`src/rtl/latch_wr_seq_if.sv`:
```
// Request and latch-side bus of the latch write sequencer.
// The master drives requests; the slave (sequencer) drives the latch bank.
interface latch_wr_seq_if #(
  parameter int W  = 32,
  parameter int N  = 32,
  parameter int AW = 5
);
  logic          req_valid;
  logic          req_ready;
  logic [AW-1:0] req_addr;
  logic [W-1:0]  req_data;
  logic [N-1:0]  lat_en;
  logic [W-1:0]  lat_data;
  logic          wr_done;
  logic          wr_err;
  logic          busy;

  modport master (
    output req_valid, req_addr, req_data,
    input  req_ready, lat_en, lat_data, wr_done, wr_err, busy
  );

  modport slave (
    input  req_valid, req_addr, req_data,
    output req_ready, lat_en, lat_data, wr_done, wr_err, busy
  );
endinterface

```
`src/rtl/latch_wr_seq.sv`:
```
// Write sequencer for a bank of transparent latches: 2-entry request FIFO feeding a
// setup / enable-pulse / hold sequence with every latch-side output taken from a flop.
//
// state | meaning
// IDLE  | no write in flight, lat_en low, lat_data holds last value
// SETUP | lat_data newly loaded and settling, lat_en low
// PULSE | one-hot enable high for exactly one cycle
// HOLD  | enable low, data held, wr_done pulses
module latch_wr_seq #(
  parameter int W  = 32,
  parameter int N  = 32,
  parameter int AW = 5
) (
  input logic           clk,
  input logic           a_reset_n,
  latch_wr_seq_if.slave bus
);

  localparam logic [1:0] IDLE  = 2'd0;
  localparam logic [1:0] SETUP = 2'd1;
  localparam logic [1:0] PULSE = 2'd2;
  localparam logic [1:0] HOLD  = 2'd3;

  logic [1:0]    state;
  logic [AW-1:0] addr_q;
  logic [N-1:0]  lat_en_q;
  logic [W-1:0]  lat_data_q;
  logic          wr_done_q;
  logic          wr_err_q;

  logic [AW-1:0] fifo_addr [2];
  logic [W-1:0]  fifo_data [2];
  logic          wr_ptr;
  logic          rd_ptr;
  logic [1:0]    count;

  logic          full;
  logic          empty;
  logic          in_range;
  logic          accept;
  logic          push;
  logic          pop;
  logic [N-1:0]  one_hot;

  assign full     = (count == 2'd2);
  assign empty    = (count == 2'd0);
  assign in_range = (int'(bus.req_addr) < N);
  assign accept   = bus.req_valid && !full;
  assign push     = accept && in_range;
  assign pop      = ((state == IDLE) || (state == HOLD)) && !empty;
  assign one_hot  = {{(N-1){1'b0}}, 1'b1} << addr_q;

  // Storage needs no reset; occupancy and pointers alone decide validity.
  always_ff @(posedge clk) begin
    if (push) begin
      fifo_addr[wr_ptr] <= bus.req_addr;
      fifo_data[wr_ptr] <= bus.req_data;
    end
  end

  always_ff @(posedge clk or negedge a_reset_n) begin
    if (!a_reset_n) begin
      wr_ptr <= 1'b0;
      rd_ptr <= 1'b0;
      count  <= 2'd0;
    end else begin
      if (push) wr_ptr <= ~wr_ptr;
      if (pop)  rd_ptr <= ~rd_ptr;
      case ({push, pop})
        2'b10:   count <= count + 2'd1;
        2'b01:   count <= count - 2'd1;
        default: count <= count;
      endcase
    end
  end

  always_ff @(posedge clk or negedge a_reset_n) begin
    if (!a_reset_n) begin
      state      <= IDLE;
      addr_q     <= '0;
      lat_en_q   <= '0;
      lat_data_q <= '0;
      wr_done_q  <= 1'b0;
      wr_err_q   <= 1'b0;
    end else begin
      wr_done_q <= (state == PULSE);
      wr_err_q  <= accept && !in_range;
      // Enable is loaded on the SETUP->PULSE edge so it rises a full cycle after the data.
      lat_en_q  <= (state == SETUP) ? one_hot : '0;
      case (state)
        IDLE, HOLD: begin
          if (pop) begin
            addr_q     <= fifo_addr[rd_ptr];
            lat_data_q <= fifo_data[rd_ptr];
            state      <= SETUP;
          end else begin
            state <= IDLE;
          end
        end
        SETUP:   state <= PULSE;
        PULSE:   state <= HOLD;
        default: state <= IDLE;
      endcase
    end
  end

  assign bus.req_ready = !full;
  assign bus.lat_en    = lat_en_q;
  assign bus.lat_data  = lat_data_q;
  assign bus.wr_done   = wr_done_q;
  assign bus.wr_err    = wr_err_q;
  assign bus.busy      = (state != IDLE) || !empty;

endmodule

```
`src/flat_wrapper.sv`:
```
// flat-port wrapper written by rule: the top's interface ports become plain ports
module latch_wr_seq_flat 
#(
  parameter int W  = 32,
  parameter int N  = 32,
  parameter int AW = 5
)
  (clk, a_reset_n, bus_req_valid, bus_req_addr, bus_req_data, bus_req_ready, bus_lat_en, bus_lat_data, bus_wr_done, bus_wr_err, bus_busy);
  latch_wr_seq_if #(.W(W), .N(N), .AW(AW)) bus_i ();
  input logic clk;
  input logic a_reset_n;
  input wire logic [$bits(bus_i.req_valid)-1:0] bus_req_valid;
  input wire logic [$bits(bus_i.req_addr)-1:0] bus_req_addr;
  input wire logic [$bits(bus_i.req_data)-1:0] bus_req_data;
  output wire logic [$bits(bus_i.req_ready)-1:0] bus_req_ready;
  output wire logic [$bits(bus_i.lat_en)-1:0] bus_lat_en;
  output wire logic [$bits(bus_i.lat_data)-1:0] bus_lat_data;
  output wire logic [$bits(bus_i.wr_done)-1:0] bus_wr_done;
  output wire logic [$bits(bus_i.wr_err)-1:0] bus_wr_err;
  output wire logic [$bits(bus_i.busy)-1:0] bus_busy;
  assign bus_i.req_valid = bus_req_valid;
  assign bus_i.req_addr = bus_req_addr;
  assign bus_i.req_data = bus_req_data;
  assign bus_req_ready = bus_i.req_ready;
  assign bus_lat_en = bus_i.lat_en;
  assign bus_lat_data = bus_i.lat_data;
  assign bus_wr_done = bus_i.wr_done;
  assign bus_wr_err = bus_i.wr_err;
  assign bus_busy = bus_i.busy;
  latch_wr_seq #(.W(W), .N(N), .AW(AW)) u_core (.clk(clk), .a_reset_n(a_reset_n), .bus(bus_i));
endmodule
```
`config.mk`:
```
export PLATFORM = sky130hd
export DESIGN_NAME = latch_wr_seq_flat
export DESIGN_NICKNAME = d
export VERILOG_FILES = /design/src/rtl/latch_wr_seq_if.sv /design/src/rtl/latch_wr_seq.sv /design/src/flat_wrapper.sv
export SDC_FILE = /design/constraint.sdc
export NUM_CORES = 1
export LEC_CHECK = 0
export BUFFER_PORTS_ARGS = -buffer_cell sky130_fd_sc_hd__buf_4
export CAP_MARGIN = 20
export CORE_MARGIN = 4
export CORE_UTILIZATION = 49
export DETAILED_ROUTE_END_ITERATION = 12
export PLACE_DENSITY_LB_ADDON = 0.12
export SLEW_MARGIN = 0
export SYNTH_ARGS = -nofsm -noshare
export SYNTH_HDL_FRONTEND = slang
export SYNTH_SLANG_ARGS = --single-unit
```
`constraint.sdc`:
```
create_clock -name clk -period 2.9 [get_ports clk]
set_clock_uncertainty 0.2 [all_clocks]
set_input_delay 0.145 -clock clk [delete_from_list [all_inputs] [get_ports clk]]
set_output_delay 0.145 -clock clk [all_outputs]
set_load 0.05 [all_outputs]
```
## After elaboration in Yosys (flattened, before gate mapping)

Memories as Yosys holds them, arrays and structs flattened. A register that Yosys moved wholly into a read port is not among the register bits.
Index checks and enable logic that the tools add are counted.

| storage, ports and cells | value |
|---|---|
| bits in registers | 39 |
| bits in writable memories | 74 |
| input port bits | 40 |
| output and inout bits | 68 |
| logic and storage cells | 39 |
| memories kept | 2 |

Memories:

| name | depth | bits a word | read ports | clocked after Yosys merged registers in | write ports | line | text |
|---|---|---|---|---|---|---|---|
| u_core.fifo_data | 2 | 32 | 1 | 1 | 1 | latch_wr_seq.sv:32 | `logic [W-1:0] fifo_data [2];` |
| u_core.fifo_addr | 2 | 5 | 1 | 1 | 1 | latch_wr_seq.sv:31 | `logic [AW-1:0] fifo_addr [2];` |

| operators by class | value |
|---|---|
| $add $sub $neg | 2 |
| eq/ne operators | 6 |
| shift operators | 1 |
| mux-type cells | 6 |
| bitwise logic cells | 2 |
| reduce and logical (&&, ||, !) cells | 14 |

Operators by type and width:

| kind | number |
|---|---|
| 32-bit 2-to-1 mux | 1 |
| 1-bit by 5-bit << shifter with 32-bit output, first input constant | 1 |
| 2-bit equality test, second input constant | 4 |
| 2-bit case mux with 3 select lines | 1 |
| 2-bit by 1-bit equality test with 1-bit output, second input constant | 2 |
| 1-bit zero test | 4 |
| 2-bit zero test | 2 |
| 2-bit case mux with 2 select lines | 1 |
| 2-bit nonzero test | 2 |
| 1-bit 2-to-1 mux | 3 |
| 2-bit by 1-bit adder with 2-bit output, second input constant | 1 |
| 1-bit logical AND | 2 |
| 1-bit logical OR | 2 |
| 1-bit NOT | 2 |
| 2-bit AND reduction | 1 |
| 2-bit OR reduction | 1 |
| 2-bit by 1-bit subtractor with 2-bit output, second input constant | 1 |

## Depth between registers and ports, before layout

| logic depth | value |
|---|---|
| depth after elaboration | 5 |
| mapped depth | 10 |
| gate-level depth less buffers | 8 |

## Worst setup path after synthesis

OpenSTA, ideal clock, no wires.

| timing | value |
|---|---|
| path type | reg2reg |
| from | reg u_core.count[0] |
| to | mem u_core.fifo_addr[0][0], enable pin |
| library setup time | 0.431 ns |
| data arrival time | 2.718 ns |
| required time | 2.269 ns |
| path slack | -0.449 ns |
| cell stages (with the launch flop) | 4 |
| buffers on the path | 0 |
| clock period less this slack | 3.349 ns |
| path through | dfrtp_1 > nand2b_1 > nand2_1 > nor2_1 |

| on the way | value |
|---|---|
| longest elaborated chain between the ends | 5 |

RTL lines:

| what | line | text |
|---|---|---|
| start, declared | latch_wr_seq.sv:35 | `logic [1:0] count;` |
| start signal, assigned | latch_wr_seq.sv:70 | `2'b10: count <= count + 2'd1;` |
| start signal, assigned | latch_wr_seq.sv:71 | `2'b01: count <= count - 2'd1;` |
| start signal, assigned | latch_wr_seq.sv:72 | `default: count <= count;` |
| 2-bit equality test | latch_wr_seq.sv:45 | `assign full = (count == 2'd2);` |
| 1-bit zero test | n/a |  |
| named net bus_req_ready | flat_wrapper.sv:15 | `output wire logic [$bits(bus_i.req_ready)-1:0] bus_req_ready;` |
| 1-bit logical AND | latch_wr_seq.sv:48 | `assign accept = bus.req_valid && !full;` |
| 1-bit 2-to-1 mux | latch_wr_seq.sv:55 | `if (push) begin` |
| 1-bit 2-to-1 mux (not written as such) | latch_wr_seq.sv:56 | `fifo_addr[wr_ptr] <= bus.req_addr;` |
| end, declared | latch_wr_seq.sv:31 |  |

The timed path passes the listed nets, and every way through them passes these cells.

## Final worst setup path

| timing | value |
|---|---|
| from | reg u_core.count[0] |
| to | mem u_core.fifo_data[0][11], enable pin |

| on the way | value |
|---|---|
| longest elaborated chain between the ends | 5 |

RTL lines:

| what | line | text |
|---|---|---|
| 2-bit equality test | latch_wr_seq.sv:45 |  |
| 1-bit zero test | latch_wr_seq.sv:48 |  |
| 1-bit logical AND | latch_wr_seq.sv:48 |  |
| 1-bit 2-to-1 mux | latch_wr_seq.sv:55 |  |
| 1-bit 2-to-1 mux (not written as such) | latch_wr_seq.sv:57 | `fifo_data[wr_ptr] <= bus.req_data;` |
| end, declared | latch_wr_seq.sv:32 |  |

Every way passes these cells.

==> impl_metrics.prom <==
# TYPE chip_impl_metric gauge
chip_impl_info{name="hp-class",value="in2async"} 1
chip_impl_info{name="grt_setup_unrepaired",value="no"} 1
chip_impl_info{name="netlist.top_cell.by_area",value="edfxtp_1"} 1
chip_impl_metric{name="tritoncts.num_buffers",unit=""} 17
chip_impl_metric{name="finalSetupTns",unit="ps"} 0
chip_impl_metric{name="reg2regPathDepth",unit=""} 4
chip_impl_metric{name="drt-initial-drc-count",unit=""} 154
chip_impl_metric{name="vias_per_cell",unit=""} 4.68
chip_impl_metric{name="leakagePower",unit="nW"} 3.20
chip_impl_metric{name="first_pass_iters",unit=""} 4
chip_impl_info{name="postSynth.topFlopCell",value="dfrtp_1"} 1
chip_impl_metric{name="insertion_delay",unit="ps"} 510
chip_impl_metric{name="r2r_setup_slack",unit="ps"} 900
chip_impl_metric{name="worst-endpoint-required",unit="ps"} 2910
chip_impl_info{name="worstSetupStartpointType",value="register"} 1
chip_impl_info{name="timing_worst_setup_path_type",value="reg2reg"} 1
chip_impl_metric{name="first_global_vias",unit=""} 3145
chip_impl_metric{name="clock_tree.htree_level_count",unit=""} 4
chip_impl_metric{name="cells_after_synthesis",unit=""} 350
chip_impl_metric{name="vias",unit=""} 3049
chip_impl_metric{name="rows",unit=""} 37
chip_impl_info{name="end_kind",value="register"} 1
chip_impl_metric{name="cts_resized",unit=""} 0
chip_impl_info{name="timing.critical_path.cells",value="nand2b_1 > nand2_1 > nor2_4 > buf_12"} 1
chip_impl_metric{name="asyncSetResetFlopFracSynth",unit="%"} 50.7
chip_impl_metric{name="routedWlPerCell",unit="um"} 14.6
chip_impl_metric{name="gp_routability_congestion",unit=""} 0.776
chip_impl_metric{name="grt_pass1_wl",unit="um"} 15700
chip_impl_info{name="r2r-end",value="u_core.fifo_data[0][11]$_DFFE_PP_"} 1
chip_impl_info{name="most_common_library_cell_in_the_layout_ignoring_fill_and_taps",value="buf_4"} 1
chip_impl_metric{name="sequential_cell_fraction_of_total_power",unit="%"} 39.0
chip_impl_metric{name="grt_max_degree",unit=""} 77
chip_impl_metric{name="floorplan.die_area",unit="mm2"} 0.0127
chip_impl_metric{name="global_route.overflow_total",unit=""} 0
chip_impl_metric{name="syn_area_per_cell",unit="um2"} 15.3
chip_impl_metric{name="numClockSinks",unit=""} 150
chip_impl_metric{name="total_power",unit="mW"} 8.48
chip_impl_metric{name="clockPowerShare",unit="%"} 25.0
chip_impl_metric{name="chipWidth",unit="um"} 113
chip_impl_metric{name="max-vdd-ir-drop",unit="mV"} 0.620
chip_impl_metric{name="final_net_count",unit=""} 547
chip_impl_metric{name="synth-seq-cells",unit=""} 150
chip_impl_metric{name="detail_route.drc_violations",unit=""} 0
chip_impl_metric{name="post_route_cells_drive_above_1_share",unit="%"} 29.1
chip_impl_info{name="critical_path.top_delay_family",value="simple AND/OR/NAND/NOR gates"} 1
chip_impl_metric{name="dpl.cell_count",unit=""} 581
chip_impl_metric{name="hpwl",unit="um"} 6050
chip_impl_metric{name="core_region_area",unit="mm2"} 0.0105
chip_impl_metric{name="clk_transition_reported_paths",unit="ps"} 60
chip_impl_metric{name="period_minus_slack",unit="ps"} 2000
chip_impl_metric{name="power.net_switching",unit="mW"} 3.22
chip_impl_metric{name="hold_violations",unit=""} 0
chip_impl_info{name="root_buffer",value="clkbuf_8"} 1
chip_impl_metric{name="grt_usage",unit="%"} 15.9
chip_impl_metric{name="combPwrFrac",unit="%"} 36.0
chip_impl_metric{name="fin_area",unit="mm2"} 0.00725
chip_impl_metric{name="cts.path.max_buffers",unit=""} 2
chip_impl_info{name="run_status",value="finished, final reports clean"} 1
chip_impl_metric{name="p_sw_share",unit="%"} 38.0
chip_impl_metric{name="cp_slowest_stage_delay",unit="ps"} 470
chip_impl_metric{name="finalWirelength",unit="um"} 9510
chip_impl_metric{name="power_density",unit="mW/mm2"} 1170
chip_impl_metric{name="cts_hold_buf",unit=""} 39
chip_impl_metric{name="non_filler_instance_count_after_layout",unit=""} 652
chip_impl_metric{name="boundaryPins",unit=""} 108
chip_impl_metric{name="syn_area",unit="mm2"} 0.00536
chip_impl_metric{name="antenna_left",unit=""} 0
chip_impl_metric{name="port_buffers",unit=""} 106
chip_impl_info{name="crit_path_top_delay_cell",value="dfrtp_1"} 1
chip_impl_metric{name="ys.warnings.count",unit=""} 0
chip_impl_info{name="synthTopCellsByArea",value="edfxtp_1 (41%), dfrtp_1 (35%), mux2i_1 (6.9%)"} 1
chip_impl_metric{name="sequential_element_share_of_the_synthesized_area",unit="%"} 77.0
chip_impl_metric{name="cp_num_buf_inv",unit=""} 1
chip_impl_metric{name="finalSetupViolCount",unit=""} 0
chip_impl_metric{name="antenna_violations_before_repair",unit=""} 0
chip_impl_metric{name="drv.max_cap_violation_count",unit=""} 0
chip_impl_metric{name="floorplan.initialDensity",unit="%"} 51.0
chip_impl_metric{name="antenna_cells_inserted",unit=""} 0
chip_impl_info{name="tritoncts",value="yes"} 1
chip_impl_metric{name="max_freq",unit="MHz"} 501
chip_impl_metric{name="placed_cell_area",unit="mm2"} 0.00626
chip_impl_metric{name="fin_crit_sh",unit="%"} 68.8
chip_impl_metric{name="arrival",unit="ps"} 2000
chip_impl_metric{name="growth_of_design_area_from_synthesis_to_finish",unit="%"} 35.3
chip_impl_metric{name="final_max_slew_viol_count",unit=""} 0
chip_impl_metric{name="power_report.internal_total",unit="mW"} 5.25
chip_impl_metric{name="worstMarginPinSlew",unit="ps"} 945
chip_impl_metric{name="maxSlewHeadroom",unit="%"} 37.0
chip_impl_metric{name="synth_edf_count",unit=""} 74
chip_impl_metric{name="syn_nets",unit=""} 394
chip_impl_metric{name="die_h",unit="um"} 113
chip_impl_metric{name="synthDominantCellAreaShare",unit="%"} 41.5
chip_impl_metric{name="worstPathMaxFanout",unit=""} 22
chip_impl_metric{name="netlist-cell-type-count",unit=""} 26
chip_impl_info{name="worstReg2RegStart",value="u_core.count[0]$_DFFE_PN0P_"} 1
chip_impl_info{name="highest_count_cells_in_the_layout_ignoring_fill_and_taps",value="buf_4 (111), dfrtp_1 (75), edfxtp_1 (74)"} 1
chip_impl_metric{name="post-cts-setup-buffers",unit=""} 0
-- flip-flops by register name, indices dropped and copies added (netlist names) --
register / cells
u_core.fifo_data: 64
u_core.bus.lat_data: 32
u_core.bus.lat_en: 32
u_core.fifo_addr: 10
u_core.addr_q: 5
u_core.count: 2
u_core.state: 2
u_core.bus.wr_done: 1
u_core.rd_ptr: 1
u_core.wr_ptr: 1
-- synthesized netlist by cell type, types with 2 or more instances --
| master | count |
|---|---|
| dfrtp_1 | 76 |
| edfxtp_1 | 74 |
| nand2_1 | 44 |
| mux2i_1 | 37 |
| nor2_1 | 29 |
| o21ai_1 | 27 |
| o21ai_0 | 9 |
| nor3_1 | 8 |
| buf_2 | 5 |
| buf_6 | 5 |
| nand2b_1 | 5 |
| buf_4 | 4 |
| ha_1 | 4 |
| xnor2_1 | 4 |
| clkbuf_2 | 3 |
| inv_1 | 3 |
| nand2b_4 | 2 |
| nand3_1 | 2 |
| nand4b_1 | 2 |
-- power by group through the flow --
stage | registers (mW) | clock network, mW | logic, mW
6_report | 3.31 | 2.12 | 3.05
5_1_grt | 3.38 | 2.27 | 3.32
4_1_cts | 3.32 | 2.17 | 3.09
3_5_place_dp | 3.35 | 0 | 3.03
3_3_place_gp | 3.33 | 0 | 2.98
2_1_floorplan | 3.99 | 0 | 1.64
-- how the worst max path moves through the flow --
stage                                     start                           endpoint  depth (start not counted)
floorplan           u_core.count[0]$_DFFE_PN0P_   u_core.fifo_addr[0][0]$_DFFE_PP_                          3
global placement    u_core.count[0]$_DFFE_PN0P_  u_core.fifo_data[0][15]$_DFFE_PP_                          4
detailed placement  u_core.count[0]$_DFFE_PN0P_  u_core.fifo_data[0][15]$_DFFE_PP_                          4
CTS                 u_core.count[0]$_DFFE_PN0P_  u_core.fifo_data[0][11]$_DFFE_PP_                          4
global route          u_core.state[0]$_DFF_PN0_        u_core.count[1]$_DFFE_PN0P_                          8
finish              u_core.count[0]$_DFFE_PN0P_  u_core.fifo_data[0][11]$_DFFE_PP_                          4
-- stage by stage --
stage          hold WS (ps)  utilization [%]  setup WS, ps
2_1_floorplan          -351                -           157
6_report                148             69.0           905
3_5_place_dp            133             59.6           875
3_3_place_gp            130             59.6           946
5_1_grt                 132             69.0           763
4_1_cts                 131             69.0           869
-- layer usage --
metal | track usage, % | vias to the layer above | part of all wire (%)
met5 | 0 | - | 0
met4 | 5.53 | 0 | 1.2
met3 | 5.34 | 10 | 5.5
met2 | 26.7 | 83 | 51
met1 | 19.3 | 1426 | 43
li1 | - | 1530 | -
-- area by class of cell --
| cell class | count | area, um2 |
|---|---|---|
| flip-flops and latches | 150 | 4130 |
| fillers | 737 | 3260 |
| clock buffers | 22 | 473 |
| multi-input cells | 180 | 1100 |
| repair buffers | 151 | 1240 |
| well taps | 136 | 170 |
| inverters | 3 | 11.3 |
| clock inverters | 10 | 119 |
-- cells by family (layout without fill, tap and decap cells) --
logic type | after synthesis | count (layout) | synth area share, %
other | 1 | 1 | 0.0700
buffers and inverters | 20 | 186 | 2.57
AOI/OAI and AO/OA | 38 | 38 | 3.88
adders and majority gates | 4 | 4 | 0.934
and+or+nand+nor | 95 | 95 | 7.85
xor gates and xnor gates | 5 | 5 | 0.817
muxes | 37 | 37 | 6.91
DFF | 150 | 150 | 77.0
(Power assumes the default switching activity.)
